<file path="src/rtl/gfx_wbm_grant_scheduler.sv">
// gfx_wbm_grant_scheduler: grant-locking writer/4-reader scheduler for the shared wbm port.
// Optional BUSY watchdog enabled by defining GFX_WBM_SCHED_TIMEOUT_EN.
module gfx_wbm_grant_scheduler #(
   parameter int MDW            = 256,
   parameter int STARVE_MAX     = 8,
   parameter int TIMEOUT_CYCLES = 1024
) (
   input  logic                 clk_i,
   input  logic                 rst_i,
   input  logic                 mw_write_request_i,
   input  logic                 mw_read_request_i,
   input  logic [31:0]          mw_addr_i,
   input  logic [MDW/8-1:0]     mw_sel_i,
   input  logic                 mw_we_i,
   output logic                 mw_ack_o,
   input  logic [3:0]           m_read_request_i,
   input  logic [127:0]         m_addr_i,
   input  logic [4*MDW/8-1:0]   m_sel_i,
   output logic [3:0]           m_ack_o,
   output logic                 read_request_o,
   output logic                 write_request_o,
   output logic [31:0]          addr_o,
   output logic [MDW/8-1:0]     sel_o,
   output logic                 we_o,
   input  logic                 ack_i,
   output logic [4:0]           grant_o,
   output logic                 master_busy_o,
   output logic                 timeout_o
);
   localparam int SW = MDW/8;
   typedef enum logic [1:0] {IDLE, BUSY, RELEASE} state_t;
   state_t     state, state_n;
   logic [1:0] rr_ptr, rd_idx, g_idx;
   logic [7:0] wr_streak;
   logic [4:0] win;
   logic       wr_req, rd_any, pick_wr, hold, tmo, busy;

   assign wr_req        = mw_write_request_i | mw_read_request_i;
   assign rd_any        = |m_read_request_i;
   assign master_busy_o = wr_req | rd_any;
   assign busy          = state == BUSY;

   // Scan downward so the requester closest to rr_ptr is the one left in rd_idx.
   always_comb begin
      rd_idx = rr_ptr;
      for (int k = 3; k >= 0; k--)
         if (m_read_request_i[rr_ptr + 2'(k)]) rd_idx = rr_ptr + 2'(k);
   end

   assign pick_wr = wr_req & (~rd_any | (wr_streak != 8'(STARVE_MAX)));
   assign win     = pick_wr ? 5'b10000 : rd_any ? (5'd1 << rd_idx) : 5'd0;
   assign g_idx   = grant_o[1] ? 2'd1 : grant_o[2] ? 2'd2 : grant_o[3] ? 2'd3 : 2'd0;
   assign hold    = grant_o[4] ? wr_req : m_read_request_i[g_idx];

`ifdef GFX_WBM_SCHED_TIMEOUT_EN
   localparam int TW = $clog2(TIMEOUT_CYCLES) + 1;
   logic [TW-1:0] t_cnt;
   always_ff @(posedge clk_i or posedge rst_i)
      if (rst_i) t_cnt <= '0;
      else       t_cnt <= busy ? t_cnt + TW'(1) : '0;
   assign tmo = busy && t_cnt == TW'(TIMEOUT_CYCLES - 1) && !ack_i;
`else
   assign tmo = 1'b0;
`endif
   assign timeout_o = tmo;

   always_ff @(posedge clk_i or posedge rst_i)
      if (rst_i) state <= IDLE;
      else       state <= state_n;

   always_comb begin
      state_n = state == IDLE ? (master_busy_o ? BUSY : IDLE) :
                state == BUSY ? ((ack_i | ~hold | tmo) ? RELEASE : BUSY) : IDLE;
   end

   always_ff @(posedge clk_i or posedge rst_i)
      if (rst_i) begin
         grant_o   <= '0;
         rr_ptr    <= '0;
         wr_streak <= '0;
      end else if (state == IDLE) begin
         grant_o <= win;
         if (pick_wr)
            wr_streak <= (wr_streak == 8'(STARVE_MAX)) ? wr_streak : wr_streak + 8'd1;
         else begin
            wr_streak <= '0;
            if (rd_any) rr_ptr <= rd_idx + 2'd1;
         end
      end else if (state_n != BUSY)
         grant_o <= '0;

   always_comb begin
      read_request_o  = busy & (grant_o[4] ? mw_read_request_i : 1'b1);
      write_request_o = busy & grant_o[4] & mw_write_request_i;
      we_o            = busy & grant_o[4] & mw_we_i;
      addr_o          = !busy ? '0 : grant_o[4] ? mw_addr_i : m_addr_i[32*g_idx +: 32];
      sel_o           = !busy ? '0 : grant_o[4] ? mw_sel_i : m_sel_i[SW*g_idx +: SW];
      mw_ack_o        = ack_i & busy & grant_o[4];
      m_ack_o         = {4{ack_i & busy}} & grant_o[3:0];
   end
endmodule
</file>
<file path="config.mk">
export PLATFORM = sky130hd
export DESIGN_NAME = gfx_wbm_grant_scheduler
export DESIGN_NICKNAME = d
export VERILOG_FILES = /design/src/rtl/gfx_wbm_grant_scheduler.sv
export SDC_FILE = /design/constraint.sdc
export NUM_CORES = 1
export LEC_CHECK = 0
export BUFFER_PORTS_ARGS = -buffer_cell sky130_fd_sc_hd__buf_4
export CAP_MARGIN = 0
export CORE_AREA = 3 3 159 161
export CTS_CLUSTER_DIAMETER = 40
export DETAILED_ROUTE_END_ITERATION = 7
export DIE_AREA = 0 0 162 164
export HOLD_SLACK_MARGIN = 0.12
export PLACE_DENSITY = 0.55
export SLEW_MARGIN = 20
export SYNTH_ARGS = -nofsm -noshare
export SYNTH_HDL_FRONTEND = slang
export SYNTH_SLANG_ARGS = --single-unit
</file>
<file path="constraint.sdc">
create_clock -name clk_i -period 2.2 [get_ports clk_i]
set_input_delay 0.11 -clock clk_i [delete_from_list [all_inputs] [get_ports clk_i]]
set_output_delay 0.11 -clock clk_i [all_outputs]
set_load 0.05 [all_outputs]
</file>
==> flow_summary.toml, run 1 <==
[flow_run]
drv_cap = 0

[clock_network]
cts_max_path_buffers = 2
cts_sinks = 17
cts-buffers-inserted = 3
cts_tree = "done"
htree_levels = 1
clkTransAtPathRegs_ns = 0.05
clk-insertion-delay-late_ns = 0.25
root_buffer = "clkbuf_16"
post_cts_resize_count = 0

[logic_synthesis]
async_flop_share_pct = 100
ys.flop_type = "dfrtp_1"
ys_seq_area_share_pct = 11.3
synth_cells = 544
ys_ff_latch = 17
synth-xor-area-share_pct = 1.87
synthSimpleGateAreaFrac_pct = 14.7
syn_avg_cell_area_um2 = 6.89
synth_compound_area_share_pct = 30.6
synthesis.area_um2 = 3750
synth_enable_flop_cells = 0
synthDistinctLibCells = 45
syn_nets = 876
synthMuxAreaShare_pct = 34.2
synthAdderAreaFrac_pct = 0.668
synth_top_family_by_area = "multiplexers"
yosysWarnings = 0

[routing]
wire_per_inst_um = 16.3
drt-initial-drc-count = 267
vias = 5443
post_drt_via_cell_ratio = 4.35
totalWireLength_um = 20400
dr.pass1.iters = 5
drc = 0
antenna_left = 0

[grt]
grt_max_degree = 72
track_usage_pct = 13.8
first_global_vias = 5374
grt_first_pass_wirelength_um = 29300
antenna_found_initial = 1
grt_overflow = 0

[floorplan]
die_h_um = 164
core_area_um2 = 24100
dieWidth_um = 162
ios = 409
die_area_um2 = 26600
initial_core_util_pct = 15.6
rows = 57

[final_layout]
nNetsFinal = 1260
fin_cells = 1251
stdcell_area_um2 = 7640
final-seq-area_um2 = 437
multi_input_area_um2 = 3320
fillers = 2643
diodes = 0
drive_gt1_share_pct = 55.2
syn_to_final_growth_pct = 104

[timing]
tns_ns = 0
rsz0062_at_grt = "false"
finalHoldViolations = 0
period_share_pct = 92.5
skew_ns = 0.00142
worstMarginPinSlew_ns = 0.674
hold_slack_ns = 0.279
fin_crit_ns = 2.04
max_freq_ghz = 0.491
max-slew-margin-rel_pct = 55.0
finalMaxSlewViolations = 0
setup_violations = 0

[worst_setup_path]
start_kind = "flip-flop"
arrival_ns = 1.93
critPathCapture = "sel_o[10]"
worstReg2RegEnd = "grant_o[3]$_DFFE_PP0P_"
cp.required_ns = 2.09
path_class = "reg2out"
critPathCaptureType = "output port"
startpoint = "grant_o[3]$_DFFE_PP0P_"
r2r_setup_slack_ns = 0.34
timing.rr.start = "wr_streak[0]$_DFFE_PP0P_"
crit_fanout = 20
r2r_cells = 7

[placed_design]
gp_congestion = 0.877
placedCellCount = 1246
hpwl_um = 17000
placed_area_um2 = 7550
port_buffers = 407

[min_path]
min_path_type = "in2reg"
min_from = "mw_read_request_i"

[power]
p_leak_nw = 3.18
ir_drop_v = 0.000549
powerDensity_nw_per_um2 = 1000

[status]
status = "finished, final reports clean"
[how the worst min path moves through the flow]
stage,slack (ns),end,depth (start not counted)
2_1_floorplan,0.04,grant_o[0]$_DFFE_PP0P_,1
3_3_place_gp,0.26,wr_streak[3]$_DFFE_PP0P_,2
3_5_place_dp,0.25,wr_streak[2]$_DFFE_PP0P_,2
4_1_cts,0.27,state[0]$_DFF_PP0_,4
5_1_grt,0.32,state[0]$_DFF_PP0_,4
6_report,0.28,state[0]$_DFF_PP0_,4
[repair_timing]
action,in CTS,in global routing
endpoints found under the hold margin,17,0
hold buffers,1,0
buffers inserted,0,0
[cell families after synthesis]
| kind of cell | count (synthesis) |
|---|---|
| multiplexers | 128 |
| adder cells (fa/ha/maj) | 2 |
| XOR/XNOR | 8 |
| other | 1 |
| AO/OA/AOI/OAI | 212 |
| flip-flops | 17 |
| buffers and inverters | 59 |
| AND/OR/NAND/NOR | 117 |
[stage by stage]
stage	power (mW)	util (%)	setup WS, ns
detailed placement	7.31	31.3	0.337
CTS	7.69	31.7	0.161
floorplan	4.96	-	0.0187
finish	7.64	31.7	0.164
global placement	7.29	31.3	0.335
global route	8.10	31.7	0.0907
[synth_stat cells (2+ instances only)]
master,n,area (um2)
dfrtp_1,17,425
ha_1,2,25.0
nand4_1,4,25.0
a21oi_1,67,335
a32o_1,2,20.0
xor2_1,7,61.3
inv_1,6,22.5
buf_1,3,11.3
a22o_1,2,17.5
nand2b_1,3,18.8
and3_1,8,50.1
buf_4,3,22.5
o21a_1,2,15.0
o21ai_0,129,646
o32ai_1,2,17.5
mux2i_1,128,1280
clkbuf_1,35,131
nor2_1,15,56.3
o32a_1,2,20.0
nand2_1,69,259
nor2b_1,3,18.8
buf_2,12,60.1
[routing by layer]
metal  wire (um)  global-route usage [%]
met3        1640                    3.03
met5          13                       0
met1        8140                    16.3
met2       10300                    25.6
met4         306                    2.52
[cells in the final DEF, fill, tap and decap left out, types with 4 or more instances in the layout]
master and n:
nand2_1 69, nor2_1 15, xor2_1 7, a21oi_2 64, inv_1 5, nand4_1 4, and3_1 8, buf_12 10
mux2i_1 128, dfrtp_1 14, buf_4 421, o21ai_0 129
[state kept, by name, indices dropped and copies added (netlist names)]
register   cells
state          2
rr_ptr         2
grant_o        5
wr_streak      8
[critical path: stages (launching register included)]
cell     delay [ns]
dfrtp_4        0.52
buf_12         0.18
mux2i_1        0.14
o21ai_0        0.30
mux2i_1        0.14
a21oi_2        0.15
buf_4          0.21
[report_power, final]
group | switching [mW] | internal (mW)
Combinational | 4.42 | 2.32
Sequential | 0.133 | 0.408
Clock | 0.116 | 0.246
Total | 4.67 | 2.97
[cell type report]
| cell class | instances | share of cell area [%] |
|---|---|---|
| tap | 324 | 5.31 |
| timing repair buffer | 432 | 44.1 |
| multi-input combinational | 468 | 43.5 |
| inverter | 6 | 0.328 |
| clock buffer | 4 | 1.03 |
| sequential | 17 | 5.72 |
Power figures use the tool's default switching activity.
==> run 2: changes to the inputs <==
--- a/config.mk
+++ b/config.mk
@@ -12,7 +12,7 @@
 export DETAILED_ROUTE_END_ITERATION = 7
 export DIE_AREA = 0 0 162 164
 export HOLD_SLACK_MARGIN = 0.12
-export PLACE_DENSITY = 0.55
+export PLACE_DENSITY = 0.56
 export SLEW_MARGIN = 20
 export SYNTH_ARGS = -nofsm -noshare
 export SYNTH_HDL_FRONTEND = slang
==> constraint.sdc (replaced) <==
create_clock -name clk_i -period 1.7 [get_ports clk_i]
set_input_delay 0.085 -clock clk_i [delete_from_list [all_inputs] [get_ports clk_i]]
set_output_delay 0.085 -clock clk_i [all_outputs]
set_load 0.05 [all_outputs]
==> run 2 against run 1 <==
Net effect: the flow now finishes with violations (setup timing); sequential power increased by 26%; worst hold slack got worse by 0.023 ns; combinational power increased by 75%; routed wire length increased by 18%; register-to-register slack got worse by 0.42 ns; global-route usage increased by 2.2 points; worst setup slack got worse by 0.50 ns; via count increased by 6.0%; critical path type unchanged; highest routed layer is now met4.
==> flow_summary.toml, run 2 (synthesis results as in run 1) <==
[status]
status = "finished with violations"
violations = "setup timing"

[grt]
busiest_layer = "met2"
first_global_vias = 5908
grt_first_pass_wirelength_um = 33800
grt_max_degree = 49
met2_usage_pct = 28.9
track_usage_pct = 16.0
grt_use_met1_pct = 20.6
met3_usage_pct = 2.82
antenna_found_initial = 0
grt_overflow = 0

[routing]
totalWireLength_um = 24100
antenna_left = 0
post_drt_via_cell_ratio = 4.44
wire_per_inst_um = 18.5
drt-initial-drc-count = 239
vias = 5772
drc = 0
dr.pass1.iters = 4

[final_layout]
fin_cells = 1301
drive_gt1_share_pct = 62.8
reg.largest.list = "wr_streak (8), grant_o (5)"
fillers = 2468
nNetsFinal = 1310
final_common_cell = "buf_4"
syn_to_final_growth_pct = 152
top_register = "wr_streak"
largest_reg_flops = 8
stdcell_area_um2 = 9430
final_cell_mix = "buf_4, mux2i_1, o21ai_0"
diodes = 0

[placed_design]
placedCellCount = 1278
pre_cts_slack_ns = -0.281
placed_area_um2 = 8340
port_buffers = 407
hpwl_um = 18200
gp_congestion = 0.820

[power]
power_frac_seq_pct = 5.3
power_frac_clock_pct = 3.7
powerDensity_nw_per_um2 = 1370
power.switching_mw = 7.34
ir_drop_v = 0.000985
p_leak_nw = 3.79
internal-power_mw = 5.62
p_sw_share_pct = 56.6
p_comb_share_pct = 91.1

[timing]
finalMaxSlewViolations = 0
skew_ns = 0.00373
worstMarginPinSlew_ns = 0.665
worst_slack_ns = -0.338
max-slew-margin-rel_pct = 55.6
finalHoldViolations = 0
fin_crit_ns = 2.04
tns_ns = -16.53
period_share_pct = 120
setup_violations = 72
max_freq_ghz = 0.491
rsz0062_at_grt = "true"

[clock_network]
cts-buffers-inserted = 3
cts_sinks = 17
clkTransAtPathRegs_ns = 0.05
htree_levels = 1
root_buffer = "clkbuf_16"
cts_tree = "done"
clk-insertion-delay-late_ns = 0.25
cts_max_path_buffers = 2

[min_path]
holdPathStages = 4
min_path_type = "in2reg"
hold-path-endpoint = "state[0]$_DFF_PP0_"
min_from = "mw_read_request_i"

[worst_setup_path]
path_class = "reg2out"
arrival_ns = 1.95
r2r_setup_slack_ns = -0.08
start_kind = "flip-flop"
worstReg2RegEnd = "grant_o[4]$_DFFE_PP0P_"
timing.rr.start = "grant_o[3]$_DFFE_PP0P_"
cp.required_ns = 1.62
critPathCaptureType = "output port"
crit_fanout = 6
r2r_cells = 6

[floorplan]
rows = 57
die_h_um = 164
dieWidth_um = 162
core_area_um2 = 24100
die_area_um2 = 26600
initial_core_util_pct = 15.6
ios = 409

[flow_run]
drv_cap = 0
[run 2: changes by cell type in the layout (fill, tap and decap cells not counted), moves of 36 or more]
cell | before | now
buf_6 | 0 | 60
o21ai_1 | 0 | 53
mux2i_1 | 128 | 92
buf_4 | 421 | 372
o21ai_0 | 129 | 71
a21oi_4 | 0 | 64
a21oi_2 | 64 | 1
[run 2: timing repair]
item	CTS	global route
setup buffers	7	8
resized for setup	143	81
setup endpoints to repair	66	81
cloned	6	2
pin swaps	23	39
hold buffers	1	0
endpoints found under the hold margin	17	0
[run 2: worst max path at each step]
stage | from | endpoint | slack, ns | cells after the start
final | grant_o[3]$_DFFE_PP0P_ | addr_o[3] | -0.34 | 8
after global routing | grant_o[3]$_DFFE_PP0P_ | addr_o[31] | -0.41 | 8
after CTS | grant_o[3]$_DFFE_PP0P_ | sel_o[5] | -0.33 | 8
after detailed placement | grant_o[3]$_DFFE_PP0P_ | addr_o[3] | -0.28 | 6
after global placement | grant_o[3]$_DFFE_PP0P_ | addr_o[3] | -0.25 | 6
after floorplan | grant_o[3]$_DFFE_PP0P_ | sel_o[13] | -0.07 | 7
[run 2: power groups by stage]
stage	logic, mW	registers (mW)	clock network (mW)
global route	12.4	0.705	0.510
detailed placement	10.3	0.684	0
global placement	10.3	0.681	0
CTS	11.3	0.676	0.481
floorplan	6.81	0.725	0
finish	11.8	0.681	0.475
[run 2: final cells by class]
class / count / area, um2 / share of cell area (%)
clock buffers: 3 / 75.1 / 0.796
clock inverters: 1 / 5.00 / 0.0531
inverters: 6 / 30.0 / 0.318
multi-input cells: 468 / 4090 / 43.4
flip-flops and latches: 17 / 439 / 4.66
well taps: 324 / 405 / 4.30
repair buffers: 482 / 4380 / 46.5
[run 2: stage by stage]
step	util (%)	total power [mW]	hold slack (ns)
after global placement	34.6	10.9	0.229
after global routing	39.1	13.6	0.292
after CTS	37.7	12.5	0.226
after detailed placement	34.6	11.0	0.225
final	39.1	13.0	0.256
after floorplan	-	7.53	0.0108
[run 2: layer usage]
layer	part of all wire (%)	routed length, um	vias to the layer above
met2	51	12300	220
met3	6.3	1520	14
met5	0	0	-
met4	1.1	268	0
li1	-	-	2844
met1	42	10000	2694
[run 2: worst max-delay path, cell delays in order, from the launching register on]
cell	delay (ns)
dfrtp_4	0.50
buf_12	0.15
buf_12	0.14
buf_6	0.12
mux2i_4	0.18
o21ai_2	0.18
mux2i_4	0.12
a21oi_4	0.14
buf_6	0.17
